[src/rtl/inv_mixcolumns_iter.sv]
// inv_mixcolumns_iter
//   Iterative AES InverseMixColumns. A captured 128-bit state is transformed
//   one 32-bit column per cycle by the circulant matrix {0e 0b 0d 09} over
//   GF(2^8) (poly 0x11B). Only a single column of multiplier logic is used.
//
// Ports
//   clk      rising-edge clock
//   rst      asynchronous, active-high reset
//   i_valid  upstream offers i_block
//   i_ready  block can accept i_block this cycle (combinational, never
//            depends on i_valid)
//   i_block  input state, column-major; column c = [127-32c -: 32],
//            row r of column c = [127-32c-8r -: 8]
//   o_valid  o_block holds a completed result
//   o_ready  downstream accepts o_block this cycle
//   o_block  result state, same byte layout as i_block

// One output byte of an InvMixColumns column. Inputs are the column bytes
// rotated so that i_a0 is the byte on the output's own row:
//   o_r = 14*a0 ^ 11*a1 ^ 13*a2 ^ 9*a3
module inv_mix_row (
  input  logic [7:0] i_a0,
  input  logic [7:0] i_a1,
  input  logic [7:0] i_a2,
  input  logic [7:0] i_a3,
  output logic [7:0] o_r
);
  function automatic logic [7:0] xt(input logic [7:0] b);
    return {b[6:0], 1'b0} ^ (b[7] ? 8'h1b : 8'h00);
  endfunction

  // Multiples built from the chained xtime terms x2, x4, x8.
  function automatic logic [7:0] mul9(input logic [7:0] b);
    return xt(xt(xt(b))) ^ b;
  endfunction
  function automatic logic [7:0] mul11(input logic [7:0] b);
    return xt(xt(xt(b))) ^ xt(b) ^ b;
  endfunction
  function automatic logic [7:0] mul13(input logic [7:0] b);
    return xt(xt(xt(b))) ^ xt(xt(b)) ^ b;
  endfunction
  function automatic logic [7:0] mul14(input logic [7:0] b);
    return xt(xt(xt(b))) ^ xt(xt(b)) ^ xt(b);
  endfunction

  assign o_r = mul14(i_a0) ^ mul11(i_a1) ^ mul13(i_a2) ^ mul9(i_a3);
endmodule

module inv_mixcolumns_iter #(
  parameter int NB   = 4,
  parameter int WORD = 8
) (
  input  logic                    clk,
  input  logic                    rst,
  input  logic                    i_valid,
  output logic                    i_ready,
  input  logic [NB*NB*WORD-1:0]   i_block,
  output logic                    o_valid,
  input  logic                    o_ready,
  output logic [NB*NB*WORD-1:0]   o_block
);
  localparam int CW = NB*WORD;     // bits per column
  localparam int BW = NB*CW;       // bits per block

  typedef enum logic [1:0] {IDLE, BUSY, DONE} state_t;

  state_t          r_state;
  logic [1:0]      r_col;
  logic [BW-1:0]   r_in;
  logic [BW-1:0]   r_out;
  logic            r_valid;

  logic [CW-1:0]   w_col;
  logic [CW-1:0]   w_res;

  // Column 0 sits in the top bits, so column index counts down from MSB.
  assign w_col = r_in[(NB-1-int'(r_col))*CW +: CW];

  for (genvar r = 0; r < NB; r++) begin : g_row
    inv_mix_row u_row (
      .i_a0 (w_col[(NB-1-r)*WORD          +: WORD]),
      .i_a1 (w_col[(NB-1-((r+1)%NB))*WORD +: WORD]),
      .i_a2 (w_col[(NB-1-((r+2)%NB))*WORD +: WORD]),
      .i_a3 (w_col[(NB-1-((r+3)%NB))*WORD +: WORD]),
      .o_r  (w_res[(NB-1-r)*WORD          +: WORD])
    );
  end

  // DONE with o_ready lets a new block in on the same edge as the hand-off.
  assign i_ready = (r_state == IDLE) || ((r_state == DONE) && o_ready);
  assign o_valid = r_valid;
  assign o_block = r_out;

  always_ff @(posedge clk or posedge rst) begin
    if (rst) begin
      r_state <= IDLE;
      r_col   <= '0;
      r_in    <= '0;
      r_out   <= '0;
      r_valid <= 1'b0;
    end else begin
      case (r_state)
        IDLE: begin
          if (i_valid) begin
            r_in    <= i_block;
            r_col   <= '0;
            r_state <= BUSY;
          end
        end
        BUSY: begin
          r_out[(NB-1-int'(r_col))*CW +: CW] <= w_res;
          r_col <= r_col + 2'd1;
          if (r_col == 2'd3) begin
            r_state <= DONE;
            r_valid <= 1'b1;
          end
        end
        DONE: begin
          if (o_ready) begin
            r_valid <= 1'b0;
            if (i_valid) begin
              r_in    <= i_block;
              r_col   <= '0;
              r_state <= BUSY;
            end else begin
              r_state <= IDLE;
            end
          end
        end
        default: begin
          r_state <= IDLE;
          r_valid <= 1'b0;
        end
      endcase
    end
  end
endmodule

[config.mk]
export PLATFORM = sky130hd
export DESIGN_NAME = inv_mixcolumns_iter
export DESIGN_NICKNAME = d
export VERILOG_FILES = /design/src/rtl/inv_mixcolumns_iter.sv
export SDC_FILE = /design/constraint.sdc
export NUM_CORES = 1
export LEC_CHECK = 0
export ABC_AREA = 0
export CAP_MARGIN = 15
export CORE_MARGIN = 2
export CORE_UTILIZATION = 45
export DETAILED_ROUTE_END_ITERATION = 12
export GPL_ROUTABILITY_DRIVEN = 1
export PLACE_DENSITY = 0.74
export SYNTH_ARGS = -nofsm -noshare
export SYNTH_HDL_FRONTEND = slang
export SYNTH_SLANG_ARGS = --single-unit
export TNS_END_PERCENT = 5
[constraint.sdc]
create_clock -name clk -period 7.3 [get_ports clk]
set_input_delay 0.73 -clock clk [delete_from_list [all_inputs] [get_ports clk]]
set_output_delay 0.73 -clock clk [all_outputs]
set_load 0.02 [all_outputs]
# Yosys cells after proc, flatten, opt, wreduce, memory -nomap -nowiden
# Cells that the tools add are included.
[word_totals] ff_bits=261 in_bits=132 word_cells=102 output_inout_bits=130
[op_classes] n_eq_ne=6 reduce_logical=9 mux=27 shift=3 bitwise=49 add_sub_neg=3
[op_table] op="$xor A8 B8 Y8" n=44
[op_table] op="$mux W128" n=2
[op_table] op="$pmux W128 S2" n=1
[op_table] op="$bwmux W128" n=1
[op_table] op="$shift A32 B33 Y128 const A" n=1
[op_table] op="$shiftx A128 B8 Y32" n=1
[op_table] op="$shiftx A32 B33 Y128" n=1
[op_table] op="$mux W5" n=12
[op_table] op="$neg A8 Y33" n=1
[op_table] op="$xor A8 B5 Y8" n=4
[op_table] op="$pmux W2 S3" n=2
[op_table] op="$mux W2" n=5
[op_table] op="$ne A2 B2 Y1 const B" n=3
[op_table] op="$reduce_and A3 Y1" n=2
[op_table] op="$eq A2 B2 Y1 const B" n=2
[op_table] op="$reduce_and A2 Y1" n=2
[op_table] op="$mux W1" n=3
[op_table] op="$pmux W1 S3" n=1
[op_table] op="$reduce_bool A3 Y1" n=1
[op_table] op="$sub A2 B2 Y3 const A" n=1
[op_table] op="$add A2 B1 Y2 const B" n=1
[op_table] op="$eq A2 B1 Y1 const B" n=1
[op_table] op="$logic_not A2 Y1" n=1
[op_table] op="$reduce_bool A2 Y1" n=1
[op_table] op="other kinds (3)" n=3

# Depth between registers and ports, before layout
# Gate-level depths: netlist (run 1).
[depth] depth_word=15 depth_mapped=9 depth_no_buf=6

# Modules after synthesis
# From an unflattened synthesis (run 1), not the netlist that was laid out.
[hier_totals] hier_cells=966 hier_area_um2=13227.7
[modules_own_cells] module="inv_mixcolumns_iter" cells_each=706 area_each_um2=10535.1 seq_area_each_um2=6531.3 n_inst=1
[modules_own_cells] module="inv_mix_row" cells_each=65 area_each_um2=673.1 seq_area_each_um2=0.0 n_inst=4

# Worst setup path before layout (run 1)
# OpenSTA, ideal clock, no wires.
[synth_path] kind="reg2reg" startpoint="reg r_col[0]" endpoint="reg r_out[44], in the netlist o_block[44]" n_path_buf=1 required_time_ps=7172 stages_incl_launch_ff=8 arrival_time_ps=2797 period_less_slack_ps=2925 setup_ps=128 path_slack_ps=4375 path_cell_list="dfrtp_1 > buf_6 > mux4_2 > xor2_4 > xnor3_2 > xnor3_2 > xnor2_2 > o21ai_1"
[synth_between] elab_chain_len=13 elab_cells_between_ends=66 classes_between="2 x add/sub; 3 x shift; 13 x mux; 48 x bitwise"
[synth_rtl] item="from (decl)" line_no="68" text="logic [1:0] r_col;"
[synth_rtl] item="from (signal assigned)" line_no="112" text="r_col <= r_col + 2'd1;"
[synth_rtl] item="$sub A2 B2 Y3 (*)" line_no="77, 111"
[synth_rtl] item="$shiftx A128 B8 Y32" line_no="77" text="assign w_col = r_in[(NB-1-int'(r_col))*CW +: CW];"
[synth_rtl] item="$xor A8 B8 Y8, or another cell as far along (2 in series)" line_no="29" text="return {b[6:0], 1'b0} ^ (b[7] ? 8'h1b : 8'h00);"
[synth_rtl] item="$mux W5, or another cell as far along" line_no="29"
[synth_rtl] item="$xor A8 B5 Y8 / $xor A8 B8 Y8 (equally long branches)" line_no="29"
[synth_rtl] item="$xor A8 B8 Y8 (on tied branches)" line_no="40, 43, 37"
[synth_rtl] item="$xor A8 B8 Y8 (on tied branches)" line_no="43, 37"
[synth_rtl] item="$xor A8 B8 Y8 (3 in series)" line_no="46" text="assign o_r = mul14(i_a0) ^ mul11(i_a1) ^ mul13(i_a2) ^ mul9(i_a3);"
[synth_rtl] item="$shiftx A32 B33 Y128" line_no="111" text="r_out[(NB-1-int'(r_col))*CW +: CW] <= w_res;"
[synth_rtl] item="$bwmux W128 (*)" line_no="111"
[synth_rtl] item="to (signal, indexed assignment)" line_no="111"
[synth_rtl] item="to (decl)" line_no="70" text="logic [BW-1:0] r_out;"
# Mark *: on every way between the ends. The rest lies on a longest branch, timed or not.
# A chain may end at the register's enable or synchronous reset.

# Final worst setup path (run 1)
[layout_path] startpoint="reg r_col[0]" endpoint="reg r_out[107], in the netlist o_block[107]"
# The elaborated chain is that of the path after synthesis.

==> impl_metrics.py, run 1 <==
metrics = {
    "timing": {
        "fmax_mhz": 258,
        "slew_headroom_pct": 20.6,
        "setup_tns_ps": 0,
        "finClkSkew_ps": 9.66,
        "drv_slew": 0,
        "hold_viol": 0,
        "worst_pin_slew_ps": 1190,
        "grt_setup_unrepaired": "false",
        "setup_viol": 0,
        "fin_worst_hold_slack_ps": 472,
        "post-route-min-period_ps": 3870,
        "finalCritPeriodShare_pct": 53.1,
    },
    "run": {
        "max-cap-violations": 0,
    },
    "final_layout": {
        "final.fill_count": 2328,
        "insertedDiodeCount": 0,
        "stdcell_area_um2": 16400,
        "regArea_um2": 6530,
        "final_net_count": 1598,
        "area_grow_syn2layout_pct": 30.2,
        "share_of_cells_above_drive_strength_1_pct": 7.55,
        "multi_input_area_um2": 5770,
    },
    "setup_path": {
        "crit_chain": "buf_4 -> mux4_2 -> xor2_2 -> xnor3_1 -> xnor3_1 -> xnor2_1 -> o21ai_0",
        "worst_path_most_repeated_cell": "sky130_fd_sc_hd__xnor3_1",
        "critPathLaunchType": "flip-flop",
        "rr_startpoint": "r_col[0]",
        "critPathTopFamily": "XOR/XNOR gates",
        "setup.worst_path.class": "reg2reg",
        "cpMaxStageDelayCell": "sky130_fd_sc_hd__mux4_2",
        "crit_path_max_fanout": 32,
        "crit_path_end_kind": "flip-flop",
        "critPathRequiredTime_ps": 7660,
        "crit-reg2reg-capture": "o_block[107]",
        "regToRegSetupSlack_ps": 3430,
        "worst-path-buf-inv": 1,
        "critical_path_arrival_ps": 4240,
        "critical-path-max-stage-delay_ps": 720,
        "worst-r2r-cell-count": 7,
    },
    "grt": {
        "grt_pass1_wl_um": 53400,
        "gr-usage-all-layers_pct": 23.6,
        "grt_antenna_before_repair": 0,
        "first_global_vias": 9284,
        "grt.overflow.total": 0,
        "grt_max_degree": 183,
    },
    "clock_network": {
        "cts.path.max_buffers": 3,
        "cts_h_tree_depth": 1,
        "post_cts_resize_count": 0,
        "cts.sink_count": 261,
        "cts.clk_slew.worst_paths_ps": 60,
        "tritoncts": "done",
        "clock_latency_ps": 540,
        "postCtsHoldBufs": 0,
        "clock-root-buffer": "sky130_fd_sc_hd__clkbuf_16",
        "cts_inserted_buffers": 28,
        "cts.repair_timing.setup_buffer_count": 0,
    },
    "logic_synthesis": {
        "postSynthRegisterBits": 261,
        "synthFlopType": "sky130_fd_sc_hd__dfrtp_1",
        "postSynthAreaPerCell_um2": 10.3,
        "mappedNetlistArea_um2": 12600,
        "net_count_of_the_mapped_netlist": 1365,
        "synth_top_cell_area_share_pct": 51.7,
        "synth_edf_count": 0,
        "synth.largest_area_cell": "sky130_fd_sc_hd__dfrtp_1",
        "ys_types": 35,
        "ys_async_sr_fraction_pct": 100,
        "ys_seq_area_share_pct": 51.7,
        "synthCells": 1228,
        "synth.area.top_cells": "sky130_fd_sc_hd__dfrtp_1 52%, sky130_fd_sc_hd__nand2_1 15%, sky130_fd_sc_hd__xnor2_1 7.2%, sky130_fd_sc_hd__mux4_2 5.5%, sky130_fd_sc_hd__xnor3_1 4.1%",
        "yosysWarnings": 0,
    },
    "routing": {
        "wl_um": 34500,
        "detail-route-antenna-nets": 0,
        "drt_pre_antenna_iters": 5,
        "routed_wire_length_per_instance_um": 18.5,
        "initialDrtViolationCount": 861,
        "route.detailed.drc": 0,
        "detail_route.vias_per_cell": 5.11,
        "num_vias": 9502,
    },
    "floorplan": {
        "floorplan.rows": 61,
        "die-area_um2": 29400,
        "io-pin-count": 262,
        "initial_core_util_pct": 45.6,
        "die_h_um": 172,
        "die_w_um": 172,
        "core_um2": 27700,
    },
    "place": {
        "placement.cell_area_um2": 15500,
        "numPortBuffers": 261,
        "gpl.final_weighted_congestion": 0.924,
        "dpl_wire_length_um": 24800,
    },
    "hold_path": {
        "hold_path_class": "reg2reg",
        "hold_path_depth": 2,
        "whs_endpoint": "r_in[90]",
        "timing.hold.worst.start": "r_in[90]",
    },
    "outcome": {
        "run_status": "complete, no violations",
    },
}
## synth_stat cells (2+ instances only)
master and number:
sky130_fd_sc_hd__nand2_1 517, sky130_fd_sc_hd__dfrtp_1 261, sky130_fd_sc_hd__xnor2_1 104, sky130_fd_sc_hd__o21ai_0 102, sky130_fd_sc_hd__clkbuf_1 53, sky130_fd_sc_hd__xor2_1 39, sky130_fd_sc_hd__mux4_2 31, sky130_fd_sc_hd__o21ai_1 25
sky130_fd_sc_hd__xnor3_1 23, sky130_fd_sc_hd__xnor2_2 11, sky130_fd_sc_hd__buf_2 7, sky130_fd_sc_hd__buf_4 5, sky130_fd_sc_hd__ha_1 5, sky130_fd_sc_hd__inv_1 5, sky130_fd_sc_hd__a22o_1 4, sky130_fd_sc_hd__xor2_2 4
sky130_fd_sc_hd__buf_6 3, sky130_fd_sc_hd__nand2b_1 3, sky130_fd_sc_hd__or3_1 3, sky130_fd_sc_hd__xnor3_2 3, sky130_fd_sc_hd__xor3_1 3, sky130_fd_sc_hd__nor2b_1 2, sky130_fd_sc_hd__nor3_1 2, sky130_fd_sc_hd__xnor2_4 2
## cell type report
cell class | count | share of cell area, %
clock buffer | 42 | 5.01
clock inverter | 10 | 0.700
inverter | 5 | 0.137
multi-input combinational | 893 | 35.1
sequential | 261 | 39.7
tap | 378 | 2.88
timing repair buffer | 272 | 16.5
## cells in the final DEF (no fill, tap or decap), types with 2 or more instances in the layout
cell                              Yosys  routed
sky130_fd_sc_hd__nand2_1            517     516
sky130_fd_sc_hd__clkdlybuf4s50_1      0     261
sky130_fd_sc_hd__dfrtp_1            261     260
sky130_fd_sc_hd__xnor2_1            104     104
sky130_fd_sc_hd__o21ai_0            102     102
sky130_fd_sc_hd__xor2_1              39      39
sky130_fd_sc_hd__mux4_2              31      31
sky130_fd_sc_hd__clkbuf_16            0      29
sky130_fd_sc_hd__o21ai_1             25      25
sky130_fd_sc_hd__xnor3_1             23      23
sky130_fd_sc_hd__xnor2_2             11      11
sky130_fd_sc_hd__buf_4                5      10
sky130_fd_sc_hd__clkbuf_1            53       8
sky130_fd_sc_hd__ha_1                 5       5
sky130_fd_sc_hd__clkbuf_8             0       5
sky130_fd_sc_hd__xor2_2               4       4
sky130_fd_sc_hd__inv_1                5       4
sky130_fd_sc_hd__a22o_1               4       4
sky130_fd_sc_hd__clkinvlp_4           0       4
sky130_fd_sc_hd__nand2b_1             3       3
sky130_fd_sc_hd__xnor3_2              3       3
sky130_fd_sc_hd__xor3_1               3       3
sky130_fd_sc_hd__or3_1                3       3
sky130_fd_sc_hd__clkinv_2             0       3
sky130_fd_sc_hd__nor2b_1              2       2
sky130_fd_sc_hd__xnor2_4              2       2
sky130_fd_sc_hd__nor3_1               2       2
sky130_fd_sc_hd__bufinv_16            0       2
## tightest hold or removal path, delay by kind of cell, from the launching register on
family | cells | cell delay, ps
AND/OR/NAND/NOR | 2 | 100
flip-flops | 1 | 340
## how the worst max path moves through the flow
stage,from,endpoint,slack (ps),cells past startpoint
6_report,r_col[0],o_block[107],3430,7
3_3_place_gp,r_col[0],o_block[11],3440,7
5_1_grt,r_col[0],o_block[107],3170,7
4_1_cts,r_col[0],o_block[107],3350,7
2_1_floorplan,rst,o_block[0],3130,1
3_5_place_dp,r_col[0],o_block[107],3360,7
## metal layers
metal,up-vias,GRT usage [%],share of wire (%)
met5,-,0,0
met4,0,4.86,2.0
met3,51,4.14,7.0
met2,369,36.9,46
met1,4668,34.8,45
li1,4414,-,-
## through the flow
| stage | std cells | worst slack, ps | utilization, % |
|---|---|---|---|
| after global placement | 1809 | 3440 | 56.0 |
| final | 1861 | 3430 | 59.4 |
| after CTS | 1861 | 3350 | 59.4 |
| after global routing | 1861 | 3170 | 59.4 |
| after floorplan | 1228 | 3130 | - |
| after detailed placement | 1809 | 3360 | 56.0 |
## state kept, by name, indices dropped and copies added, names as in the netlist
name	flops
o_block	128
r_state	2
r_in	128
o_valid	1
r_col	2
## cell families (layout without fill, tap and decap cells)
logic type / Yosys count / count (layout) / share of synthesized area [%]
XOR/XNOR: 191 / 191 / 17.9
multiplexers: 32 / 32 / 5.73
AND/OR/NAND/NOR: 531 / 531 / 16.0
buffers and inverters: 74 / 329 / 2.68
flip-flops: 261 / 261 / 51.7
AO/OA/AOI/OAI: 134 / 134 / 5.46
adder cells (fa/ha/maj): 5 / 5 / 0.495
Power of run 1 is left out: the tool's default activity adds up to more than one toggle a clock period on the data nets, which glitch-free logic cannot reach.
==> run 2: changes to the inputs <==
--- a/config.mk
+++ b/config.mk
@@ -11,7 +11,7 @@
 export CORE_UTILIZATION = 45
 export DETAILED_ROUTE_END_ITERATION = 12
 export GPL_ROUTABILITY_DRIVEN = 1
-export PLACE_DENSITY = 0.74
+export PLACE_DENSITY = 0.72
 export SYNTH_ARGS = -nofsm -noshare
 export SYNTH_HDL_FRONTEND = slang
 export SYNTH_SLANG_ARGS = --single-unit
==> constraint.sdc (replaced) <==
create_clock -name clk -period 4.1 [get_ports clk]
set_input_delay 0.41 -clock clk [delete_from_list [all_inputs] [get_ports clk]]
set_output_delay 0.41 -clock clk [all_outputs]
set_load 0.02 [all_outputs]
==> run 2 against run 1 <==
Net effect:
- cell count is 0.21% higher
- global-route usage hardly changed
- sequential share of layout area is 0.22 points lower
- clock skew is 1.4 ps higher
- first-iteration DRC count is 5.1% lower
- routed wire length is 0.27% higher
- critical path depth stayed put
- die area stayed put
- count of clock-buffer cells in the layout is 6 lower
- flip-flop and latch count stayed put
- hold slack worse by 240 ps
- register-to-register slack worse by 3000 ps
- critical path type unchanged
- largest cell class unchanged
- highest routed layer unchanged
==> impl_metrics.py, run 2 (same netlist as run 1, synthesis figures left out) <==
metrics = {
    "timing": {
        "finClkSkew_ps": 11.1,
        "drv_slew": 0,
        "worst_pin_slew_ps": 1090,
        "fmax_mhz": 271,
        "setup_viol": 0,
        "setup_tns_ps": 0,
        "slew_headroom_pct": 27.0,
        "post-route-min-period_ps": 3680,
        "finalCritPeriodShare_pct": 89.9,
        "grt_setup_unrepaired": "false",
        "hold_viol": 0,
    },
    "floorplan": {
        "die-area_um2": 29400,
        "die_w_um": 172,
        "die_h_um": 172,
        "io-pin-count": 262,
        "core_um2": 27700,
        "floorplan.rows": 61,
        "initial_core_util_pct": 45.6,
    },
    "grt": {
        "gr-usage-all-layers_pct": 23.6,
        "grt_pass1_wl_um": 53600,
        "first_global_vias": 9385,
        "grt.overflow.total": 0,
        "grt_max_degree": 98,
        "grt_antenna_before_repair": 0,
    },
    "clock_network": {
        "cts.repair_timing.setup_buffer_count": 0,
        "clock-root-buffer": "sky130_fd_sc_hd__clkbuf_16",
        "clock_latency_ps": 530,
        "tritoncts": "done",
        "cts.clk_slew.worst_paths_ps": 60,
        "cts_h_tree_depth": 1,
        "cts.sink_count": 261,
        "cts.path.max_buffers": 3,
        "cts_inserted_buffers": 27,
        "post_cts_resize_count": 0,
        "postCtsHoldBufs": 0,
    },
    "routing": {
        "route.detailed.drc": 0,
        "routed_wire_length_per_instance_um": 18.6,
        "drt_pre_antenna_iters": 5,
        "wl_um": 34600,
        "num_vias": 9367,
        "detail_route.vias_per_cell": 5.02,
        "detail-route-antenna-nets": 0,
        "initialDrtViolationCount": 817,
    },
    "setup_path": {
        "critPathLaunchType": "flip-flop",
        "setup.worst_path.class": "reg2reg",
        "crit_path_end_kind": "flip-flop",
        "regToRegSetupSlack_ps": 420,
        "critPathRequiredTime_ps": 4470,
        "rr_startpoint": "r_col[0]",
        "crit_path_max_fanout": 17,
        "worst-r2r-cell-count": 7,
        "critical_path_arrival_ps": 4050,
        "crit-reg2reg-capture": "o_block[27]",
    },
    "final_layout": {
        "area_grow_syn2layout_pct": 30.9,
        "share_of_cells_above_drive_strength_1_pct": 8.27,
        "mostFrequentLayoutCells": "516 x sky130_fd_sc_hd__nand2_1, 261 x sky130_fd_sc_hd__clkdlybuf4s50_1, 260 x sky130_fd_sc_hd__dfrtp_1",
        "final_net_count": 1605,
        "insertedDiodeCount": 0,
        "layout_commonest_cell": "sky130_fd_sc_hd__nand2_1",
    },
    "place": {
        "gpl.final_weighted_congestion": 0.909,
        "dpl_wire_length_um": 25300,
        "numPortBuffers": 261,
    },
    "hold_path": {
        "hold_path_class": "in2async",
    },
    "run": {
        "max-cap-violations": 0,
    },
    "outcome": {
        "run_status": "complete, no violations",
    },
}
## run 2: layout make-up
| cell class | instances | area [um2] |
|---|---|---|
| inverter | 5 | 22.5 |
| multi-input combinational | 893 | 5770 |
| sequential | 261 | 6530 |
| clock inverter | 12 | 120 |
| fill | 2333 | 11200 |
| clock buffer | 36 | 790 |
| tap | 378 | 473 |
| timing repair buffer | 280 | 2830 |
## run 2: through the flow
stage	cells	util, %	setup WS (ps)	instance area [um2]	hold slack, ps
4_1_cts	1864	59.6	342	16500	391
6_report	1865	59.7	415	16500	233
3_5_place_dp	1816	56.4	341	15600	457
5_1_grt	1865	59.7	195	16500	250
3_3_place_gp	1816	56.4	358	15600	454
2_1_floorplan	1228	-	248	12600	437
## run 2: worst max-delay path: stages (launching register included)
cell                      delay, ps
sky130_fd_sc_hd__dfrtp_2        600
sky130_fd_sc_hd__buf_12         240
sky130_fd_sc_hd__mux4_2         610
sky130_fd_sc_hd__xor2_2         430
sky130_fd_sc_hd__xnor3_1        490
sky130_fd_sc_hd__xnor3_1        450
sky130_fd_sc_hd__xnor2_1        510
sky130_fd_sc_hd__o21ai_0        170
## run 2: worst max path at each step
stage | startpoint | end
floorplan | rst | o_block[0]
global placement | r_col[0] | o_block[27]
detailed placement | r_col[0] | o_block[27]
CTS | r_col[0] | o_block[27]
global route | r_col[0] | o_block[27]
finish | r_col[0] | o_block[27]
## run 2: per-layer routing
layer | wire length [um] | global-route usage (%) | vias up
met5 | 0 | 0 | -
met2 | 15800 | 37.7 | 383
li1 | - | - | 4419
met1 | 15600 | 34.6 | 4518
met4 | 690 | 4.57 | 0
met3 | 2500 | 3.64 | 47
Power of run 2 is left out for the same reason.
==> run 3: changes to the inputs <==
--- a/config.mk
+++ b/config.mk
@@ -11,6 +11,7 @@
 export CORE_UTILIZATION = 45
 export DETAILED_ROUTE_END_ITERATION = 12
 export GPL_ROUTABILITY_DRIVEN = 1
+export HOLD_SLACK_MARGIN = 0.15
 export PLACE_DENSITY = 0.72
 export SYNTH_ARGS = -nofsm -noshare
 export SYNTH_HDL_FRONTEND = slang
==> results of run 3 <==
The final DEF is identical to that of run 2; final timing and power are the same.
Power of run 3 is left out for the same reason.
